**src/rtl/chip8_arith_sequencer.sv**
```systemverilog
// chip8_arith_sequencer: runs one CHIP-8 8XYN ALU opcode (read Vx/Vy, execute, write Vx then VF); CHIP8_VF_RESET_EN makes ops 1-3 clear VF
module chip8_arith_sequencer #(
  parameter int          DATA_W   = 8,
  parameter logic [3:0]  FLAG_REG = 4'hF
) (
  input  logic              clk,
  input  logic              reset,
  input  logic              start,
  input  logic [15:0]       opcode,
  output logic              ready,
  output logic              done,
  output logic              err,
  output logic [3:0]        reg_addr,
  input  logic [DATA_W-1:0] reg_rdata,
  output logic              reg_we,
  output logic [DATA_W-1:0] reg_wdata,
  output logic [DATA_W-1:0] alu_x,
  output logic [DATA_W-1:0] alu_y,
  output logic [2:0]        alu_op,
  input  logic [DATA_W-1:0] alu_out,
  input  logic              alu_carry
);
  typedef enum logic [2:0] {IDLE, RDX, RDY, EXE, WBR, WBF, FIN} state_t;
  state_t            state_q, state_d;
  logic [15:0]       op_q, op_d;
  logic [DATA_W-1:0] vx_q, vx_d, vy_q, vy_d, res_q, res_d;
  logic              flag_q, flag_d, err_q, err_d;
  logic [3:0]        n, x, y;
  logic              legal, wbf, swap, flag;
  logic [DATA_W-1:0] vy_eff;
  assign n      = op_q[3:0];
  assign x      = op_q[11:8];
  assign y      = op_q[7:4];
  assign legal  = (op_q[15:12] == 4'h8) && (!n[3] || n == 4'hE);
`ifdef CHIP8_VF_RESET_EN
  assign wbf    = n == 4'hE || (!n[3] && n != 4'h0);
`else
  assign wbf    = n == 4'hE || (!n[3] && n[2]);
`endif
  // Vy arrives on reg_rdata during EXE, so the ALU sees it straight away and the result is latched at the end of EXE
  assign vy_eff = state_q == EXE ? reg_rdata : vy_q;
  assign swap   = n == 4'h7;
  assign alu_x  = swap ? vy_eff : vx_q;
  assign alu_y  = swap ? vx_q : vy_eff;
  assign alu_op = n == 4'hE ? 3'd7 : swap ? 3'd5 : n[2:0];
  assign flag   = n == 4'h6 ? vx_q[0] : n == 4'hE ? vx_q[DATA_W-1] : n[2] ? alu_carry : 1'b0;
  assign err    = err_q;
  // State register and operand/result latches
  always_ff @(posedge clk or posedge reset) begin
    if (reset) begin
      state_q <= IDLE;
      op_q    <= '0;
      vx_q    <= '0;
      vy_q    <= '0;
      res_q   <= '0;
      flag_q  <= 1'b0;
      err_q   <= 1'b0;
    end else begin
      state_q <= state_d;
      op_q    <= op_d;
      vx_q    <= vx_d;
      vy_q    <= vy_d;
      res_q   <= res_d;
      flag_q  <= flag_d;
      err_q   <= err_d;
    end
  end
  // Sequencing and register-file port; legality is decided from the latched opcode in RDX
  always_comb begin
    state_d   = state_q;
    op_d      = op_q;
    vx_d      = vx_q;
    vy_d      = vy_q;
    res_d     = res_q;
    flag_d    = flag_q;
    err_d     = err_q;
    ready     = 1'b0;
    done      = 1'b0;
    reg_we    = 1'b0;
    reg_addr  = '0;
    reg_wdata = '0;
    case (state_q)
      IDLE: begin
        ready = 1'b1;
        if (start) begin
          op_d    = opcode;
          err_d   = 1'b0;
          state_d = RDX;
        end
      end
      RDX: begin
        reg_addr = x;
        err_d    = !legal;
        state_d  = legal ? RDY : FIN;
      end
      RDY: begin
        reg_addr = y;
        vx_d     = reg_rdata;
        state_d  = EXE;
      end
      EXE: begin
        vy_d    = reg_rdata;
        res_d   = alu_out;
        flag_d  = flag;
        state_d = WBR;
      end
      WBR: begin
        reg_we    = 1'b1;
        reg_addr  = x;
        reg_wdata = res_q;
        state_d   = wbf ? WBF : FIN;
      end
      WBF: begin
        reg_we    = 1'b1;
        reg_addr  = FLAG_REG;
        reg_wdata = {{(DATA_W-1){1'b0}}, flag_q};
        state_d   = FIN;
      end
      FIN: begin
        done    = 1'b1;
        state_d = IDLE;
      end
      default: state_d = IDLE;
    endcase
  end
endmodule
```
**config.mk**
```make
export PLATFORM = sky130hd
export DESIGN_NAME = chip8_arith_sequencer
export DESIGN_NICKNAME = d
export VERILOG_FILES = /design/src/rtl/chip8_arith_sequencer.sv
export SDC_FILE = /design/constraint.sdc
export NUM_CORES = 1
export LEC_CHECK = 0
export BUFFER_PORTS_ARGS = -buffer_cell sky130_fd_sc_hd__buf_4
export CORE_MARGIN = 2
export CORE_UTILIZATION = 50
export CTS_CLUSTER_SIZE = 16
export DETAILED_ROUTE_END_ITERATION = 12
export GPL_TIMING_DRIVEN = 0
export PLACE_DENSITY_LB_ADDON = 0.25
export RECOVER_POWER = 25
export SLEW_MARGIN = 40
export SYNTH_ARGS = -nofsm -noshare
export SYNTH_HDL_FRONTEND = slang
export SYNTH_SLANG_ARGS = --single-unit
```
**constraint.sdc**
```tcl
create_clock -name clk -period 4.65 [get_ports clk]
set_input_delay 0.465 -clock clk [delete_from_list [all_inputs] [get_ports clk]]
set_output_delay 0.465 -clock clk [all_outputs]
set_load 0.005 [all_outputs]
```
==> results.md, run 1 <==
* Layout cells sized above 1 at 44.6%
* Initial antenna violation count at 0
* Diode count at 0
* Crit path time final at 2.35 ns
* Max-cap viol count at 0
* Setup TNS at 0 ns
* Die Span X at 70.2 um
* Period utilisation layout at 50.6%
* Commonest non-fill, non-tap cells in the layout: buf_4 (70), dfrtp_1 (45), mux2_2 (25), inv_1 (14), o21ai_0 (13)
* Iter 0 DRT Violations at 62
* Post-Route WL at 4.70 mm
* Mapped Avg Cell Area at 11.4 um^2
* Asr flop ratio synth at 100%
* GRT Total Usage at 20.2%
* Number of global-route vias before repair at 1673
* EDFF count, synth at 0
* Max incr delay on CP at 0.42 ns
* Most common cell after layout, fill and taps aside: buf_4
* Sequential share of the synthesized area at 51.4%
* Clock Tree Root: clkbuf_8
* Worst-margin pin slew at 1.37 ns
* Final hold violation count at 0
* Count of final max-slew check failures at 0
* Most used cell, CP: buf_4
* Placed Cells at 315
* Status: completed
* Final setup viols at 0
* Count of different cell masters after synthesis at 31
* Power density cells at 687 nW/um^2
* TritonCTS clock tree: done
* Seq cells post-synth at 45
* Port bufs at 70
* # hold bufs at CTS at 0
* Initial DRT Pass Iterations at 4
* DRC at 0
* Core ar. at 4290 um^2
* ANT nets after route at 0
* Post-synth top flop: dfrtp_1
* Slowest cell on the critical path: dfrtp_1
* Worst setup SP type: flop
* Post-Syn Nets at 228
* Worst EP required at 4.18 ns
* Routed length per instance at 14.5 um
* Gpl congestion at 0.753
* Layout overhead on the synthesized area at 31.8%
* Fin util at 67.2%
* Critical path cell sequence: buf_4, nand3b_1, buf_2, mux2i_1, o21ai_0, buf_4
* Full die area at 4920 um^2
* H-tree depth at 2
* Worst vdd ir at 0.311 mV
* Type of the worst min-delay path: primary input to asynchronous set/reset pin
* Pwr Total at 0.00198 W
* Worst-path clk slew at 0.08 ns
* Post-CTS setup repair buffer count at 0
* Max clock buf depth at 2
* Top delay family on crit path: buffers and inverters
* Via count at 1670
* Worst Path Max Fanout at 10
* Grt total ovfl at 0
* Top-level I/O count at 71
* Worst path bufs/invs at 3
* Synth Cell Area at 2190 um^2
* TritonCTS Buffers at 5
* Largest net degree at the start of global routing at 27
* Crit Path Class: flop to output pin
* DIE HEIGHT at 70.2 um
* FP Rows at 24
* Worst reg2reg path depth at 4
* CTS sink cnt at 45
* Pleak at 1.45 nW
* Starting Density at 51.0%
* Filler cell count at 360
* Crit path capture type: output pin
* First-pass GRT wire length at 7.76 mm
* R2R Setup Slk at 2.79 ns
* Nets at 306
* Cts repair resizes at 0
* Worst hold margin at 0.289 ns
* Relative slew slack at 8.38%
* Detailed Place HPWL at 3.54 mm
* Path length in cells of the critical path at 6
* Finished Layout Cells at 323
* Max Freq at 425 MHz
* Yosys warning count at 0
* CP arrival at 1.89 ns
* RSZ-0062 raised after global routing: false
* Clock Latency Late Sink at 0.29 ns
* Vias per inst at 5.17
* Syn Inst Count at 192
* Setup Skew at 0.00500 ns
state kept, by name, indices dropped and copies added (netlist names):
register  count
err           1
flag_q        1
op_q         16
res_q         8
state_q       3
vx_q          8
vy_q          8
power by group:
group	internal [W]	leakage, nW	switching [W]	total, W
logic	0.000582	0.861	0.000419	0.00100
clock network	0.000134	0.0542	0.000128	0.000263
registers	0.000592	0.532	0.000126	0.000719
path summary, 6_finish.rpt:
check	start	end
hold / removal	reset	res_q[1]
setup / recovery	state_q[1]	alu_x[6]
min in group clk	opcode[15]	op_q[15]
max in group asynchronous	reset	op_q[9]
setup reg to reg	state_q[2]	op_q[14]
hold reg to reg	flag_q	flag_q
cells in the mapped netlist, types with 2 or more instances:
library cell	count	area share, %
a21oi_1	11	2.5
and2_1	9	2.6
buf_2	3	0.69
nand2b_1	3	0.86
dfrtp_1	45	51
maj3_1	2	0.91
nand3b_1	2	0.69
clkbuf_1	5	0.86
inv_1	15	2.6
a22o_1	2	0.80
buf_6	2	1.0
nor2_1	12	2.1
o21ai_0	13	3.0
mux2_2	25	13
mux2i_1	10	4.6
mux2_4	7	4.8
nand2_1	12	2.1
through the flow:
step,worst slack (ns),instance area (um^2)
global placement,2.48,2780
CTS,2.28,2900
global route,2.12,2890
floorplan,2.95,2190
finish,2.30,2890
detailed placement,2.60,2800
final cells by class:
type	count	area [um^2]	area share, %
Inverter	15	57.6	1.99
Multi-Input combinational cell	121	943	32.7
Clock buffer	7	96.3	3.34
Sequential cell	45	1130	39.0
Buffer	11	63.8	2.21
Timing Repair Buffer	71	529	18.3
Clock inverter	1	5.00	0.173
Tap cell	52	65.1	2.25
logic make-up (layout without fill, tap and decap cells):
family	after synthesis	count (layout)	share of synthesized area (%)
buffers and inverters	26	105	5.49
flip-flops	45	45	51.4
adder cells (fa/ha/maj)	2	2	0.914
multiplexers	42	42	22.2
AND/OR/NAND/NOR	44	44	11.1
AO/OA/AOI/OAI	33	33	8.86
layer usage:
metal | vias up | track usage [%] | wire length, um
li1 | 808 | - | -
met1 | 812 | 25.5 | 2040
met2 | 44 | 33.0 | 2310
met3 | 6 | 7.65 | 318
met4 | 0 | 4.49 | 38
met5 | - | 0 | 0
No activity file was read; power rests on OpenSTA's default activity.
==> run 2: changes to the inputs <==
--- a/config.mk
+++ b/config.mk
@@ -7,7 +7,7 @@
 export LEC_CHECK = 0
 export BUFFER_PORTS_ARGS = -buffer_cell sky130_fd_sc_hd__buf_4
 export CORE_MARGIN = 2
-export CORE_UTILIZATION = 50
+export CORE_UTILIZATION = 45
 export CTS_CLUSTER_SIZE = 16
 export DETAILED_ROUTE_END_ITERATION = 12
 export GPL_TIMING_DRIVEN = 0
==> constraint.sdc (replaced) <==
create_clock -name clk -period 2.15 [get_ports clk]
set_input_delay 0.215 -clock clk [delete_from_list [all_inputs] [get_ports clk]]
set_output_delay 0.215 -clock clk [all_outputs]
set_load 0.005 [all_outputs]
==> run 2 against run 1 <==
Compared with the run above: clock skew is 0.0030 ns higher; cell count rose by 0.93%; combinational power grew 120%; global-route usage decreased by 2.3 points; critical path type unchanged; via count is 0.18% lower.
==> results.md, run 2 (synthesized netlist as in run 1, its figures left out) <==
* Status: completed
* Full die area at 5440 um^2 (+10%)
* Number of global-route vias before repair at 1609 (-3.8%)
* Placed Cells at 317 (+0.63%)
* Worst-path clk slew at 0.09 ns (about the same)
* DIE HEIGHT at 73.8 um (+5.1%)
* CP arrival at 1.80 ns (-0.09 ns)
* Power density cells at 1460 nW/um^2 (+110%)
* Top delay family on crit path: buffers and inverters
* Initial antenna violation count at 0 (unchanged)
* Pleak at 1.44 nW (-0.55%)
* R2r endpoint: op_q[14]
* Die Span X at 73.8 um (+5.1%)
* Layout cells sized above 1 at 45.6% (+0.94 points)
* Worst Hold Endpoint: op_q[9]
* Diode count at 0 (unchanged)
* Dpl cell area at 2810 um^2 (about the same)
* Pwr Total at 0.00423 W (+110%)
* Max Freq at 495 MHz
* R2R Setup Slk at 0.29 ns (-2.50 ns)
* CTS sink cnt at 45 (unchanged)
* Final Cell Area at 2900 um^2 (+0.30%)
* Gpl congestion at 0.725 (-3.6%)
* FP Rows at 25 (+4.2%)
* Worst reg2reg path depth at 4 (unchanged)
* Core ar. at 4690 um^2 (+9.3%)
* Max clock buf depth at 2 (unchanged)
* Worst path bufs/invs at 3 (unchanged)
* Clock Tree Root: clkbuf_8
* Filler cell count at 417 (+16%)
* Worst vdd ir at 0.716 mV (+130%)
* Hold_sp: opcode[9]
* Routed length per instance at 13.8 um (-5.2%)
* Iter 0 DRT Violations at 62 (unchanged)
* Largest Register: op_q
* DRC at 0 (unchanged)
* Sw Share at 34.1% (+0.12 points)
* Port bufs at 70 (unchanged)
* Net Sw Power at 0.00144 W (+110%)
* Final setup viols at 0 (unchanged)
* Count of final max-slew check failures at 0 (unchanged)
* Clock power frac at 11.9% (-1.3 points)
* Number of flip-flops in the largest register at 16 (unchanged)
* TritonCTS Buffers at 5 (unchanged)
* Relative slew slack at 47.1% (+39 points)
* Critical path cell sequence: buf_4, nand3b_1, clkbuf_4, mux2i_1, o21ai_0, buf_4
* Nets at 307 (+0.33%)
* Grt total ovfl at 0 (unchanged)
* Internal at 0.00279 W (+110%)
* Flop pwr share at 36.8% (+0.5 points)
* Final hold violation count at 0 (unchanged)
* ANT nets after route at 0 (unchanged)
* Crit Path Class: flop to output pin
* Via count at 1667 (-0.18%)
* Most common cell after layout, fill and taps aside: buf_4
* Detailed Place HPWL at 3.39 mm (-4.2%)
* Period utilisation layout at 93.9%
* Hold path cells at 2
* Clock Latency Late Sink at 0.30 ns (about the same)
* TritonCTS clock tree: done
* Max incr delay on CP at 0.41 ns (about the same)
* First-pass GRT wire length at 7.40 mm (-4.6%)
* Most used cell, CP: buf_4
* Crit path time final at 2.02 ns
* Post-Route WL at 4.50 mm (-4.3%)
* Max-cap viol count at 0 (unchanged)
* Setup Skew at 0.00795 ns (+0.00295 ns)
* Setup TNS at 0 ns (unchanged)
* Type of the worst min-delay path: primary input to flop
* Crit path capture type: output pin
* Worst EP required at 1.93 ns (-2.25 ns)
* Largest net degree at the start of global routing at 28 (+3.7%)
* Worst-margin pin slew at 0.790 ns (-0.585 ns)
* GRT Total Usage at 17.9% (-2.3 points)
* Top-level I/O count at 71 (unchanged)
* Slowest cell on the critical path: dfrtp_1
* H-tree depth at 2 (unchanged)
* Worst setup SP type: flop
* Finished Layout Cells at 326 (+0.93%)
* Vias per inst at 5.11 (-1.1%)
* RSZ-0062 raised after global routing: false
* Commonest non-fill, non-tap cells in the layout: buf_4 (70), dfrtp_1 (45), mux2_2 (25), inv_1 (14), o21ai_0 (13)
* Worst r2r src: state_q[2]
* Comb pwr share at 51.3% (+0.8 points)
* Initial DRT Pass Iterations at 4 (unchanged)
* Worst Path Max Fanout at 10 (unchanged)
* Layout overhead on the synthesized area at 32.2%
* Starting Density at 46.7% (-4.3 points)
## run 2: cell types whose count changed in the layout (fill, tap and decap cells not counted), sizes merged
cell         change
dlygate4sd3      +1
clkbuf           +1
buf              -2
clkinv           +1
## run 2: metal layers
metal / wire length, um / vias up / GRT usage (%)
met3: 318 / 8 / 5.21
met2: 2060 / 52 / 27.7
met5: 0 / - / 0
li1: - / 814 / -
met4: 72 / 0 / 7.68
met1: 2040 / 793 / 23.3
## run 2: per-stage QoR
stage | setup slack [ns] | hold WS (ns) | utilization, %
after global routing | 0.00138 | 0.125 | 61.7
after CTS | 0.0487 | 0.133 | 61.8
after global placement | 0.255 | 0.434 | 59.3
after detailed placement | 0.291 | 0.174 | 59.8
final | 0.132 | 0.137 | 61.7
after floorplan | 0.518 | 0.332 | -
## run 2: cell type report
class	instances	area, um^2	area share (%)
Buffer	11	70.1	2.42
Clock inverter	2	10.0	0.346
Clock buffer	6	72.6	2.51
Multi-Input combinational cell	121	951	32.8
Inverter	15	57.6	1.99
Sequential cell	45	1130	38.9
Tap cell	54	67.6	2.33
Timing Repair Buffer	72	541	18.7
## run 2: what timing repair did
action | in CTS | in global routing
hold buffers | 1 | 0
gates resized for setup | 0 | 6
setup buffers | 0 | 0
hold endpoints to repair | 18 | 0
setup endpoints to repair | 0 | 15
## run 2: worst register-to-register path: cells and delay by family (launching register included)
kind                   cells  cell delay (ns)
AND/OR/NAND/NOR            1             0.66
buffers and inverters      2             0.40
flip-flops                 1             0.38
multiplexers               1             0.31
## run 2: worst max path at each step
stage,startpoint,end,depth (start not counted)
floorplan,state_q[2],op_q[10],4
global placement,reset,op_q[9],2
detailed placement,state_q[2],op_q[14],4
CTS,state_q[1],alu_x[0],6
global route,state_q[1],alu_x[1],6
finish,state_q[1],alu_x[7],6
## run 2: power by group through the flow
stage | Sequential, W | Clock, W | Combinational [W]
5_1_grt | 0.00162 | 0.000554 | 0.00241
3_3_place_gp | 0.00155 | 0 | 0.00214
4_1_cts | 0.00155 | 0.000516 | 0.00218
3_5_place_dp | 0.00157 | 0 | 0.00218
2_1_floorplan | 0.00149 | 0 | 0.00135
6_report | 0.00156 | 0.000502 | 0.00217
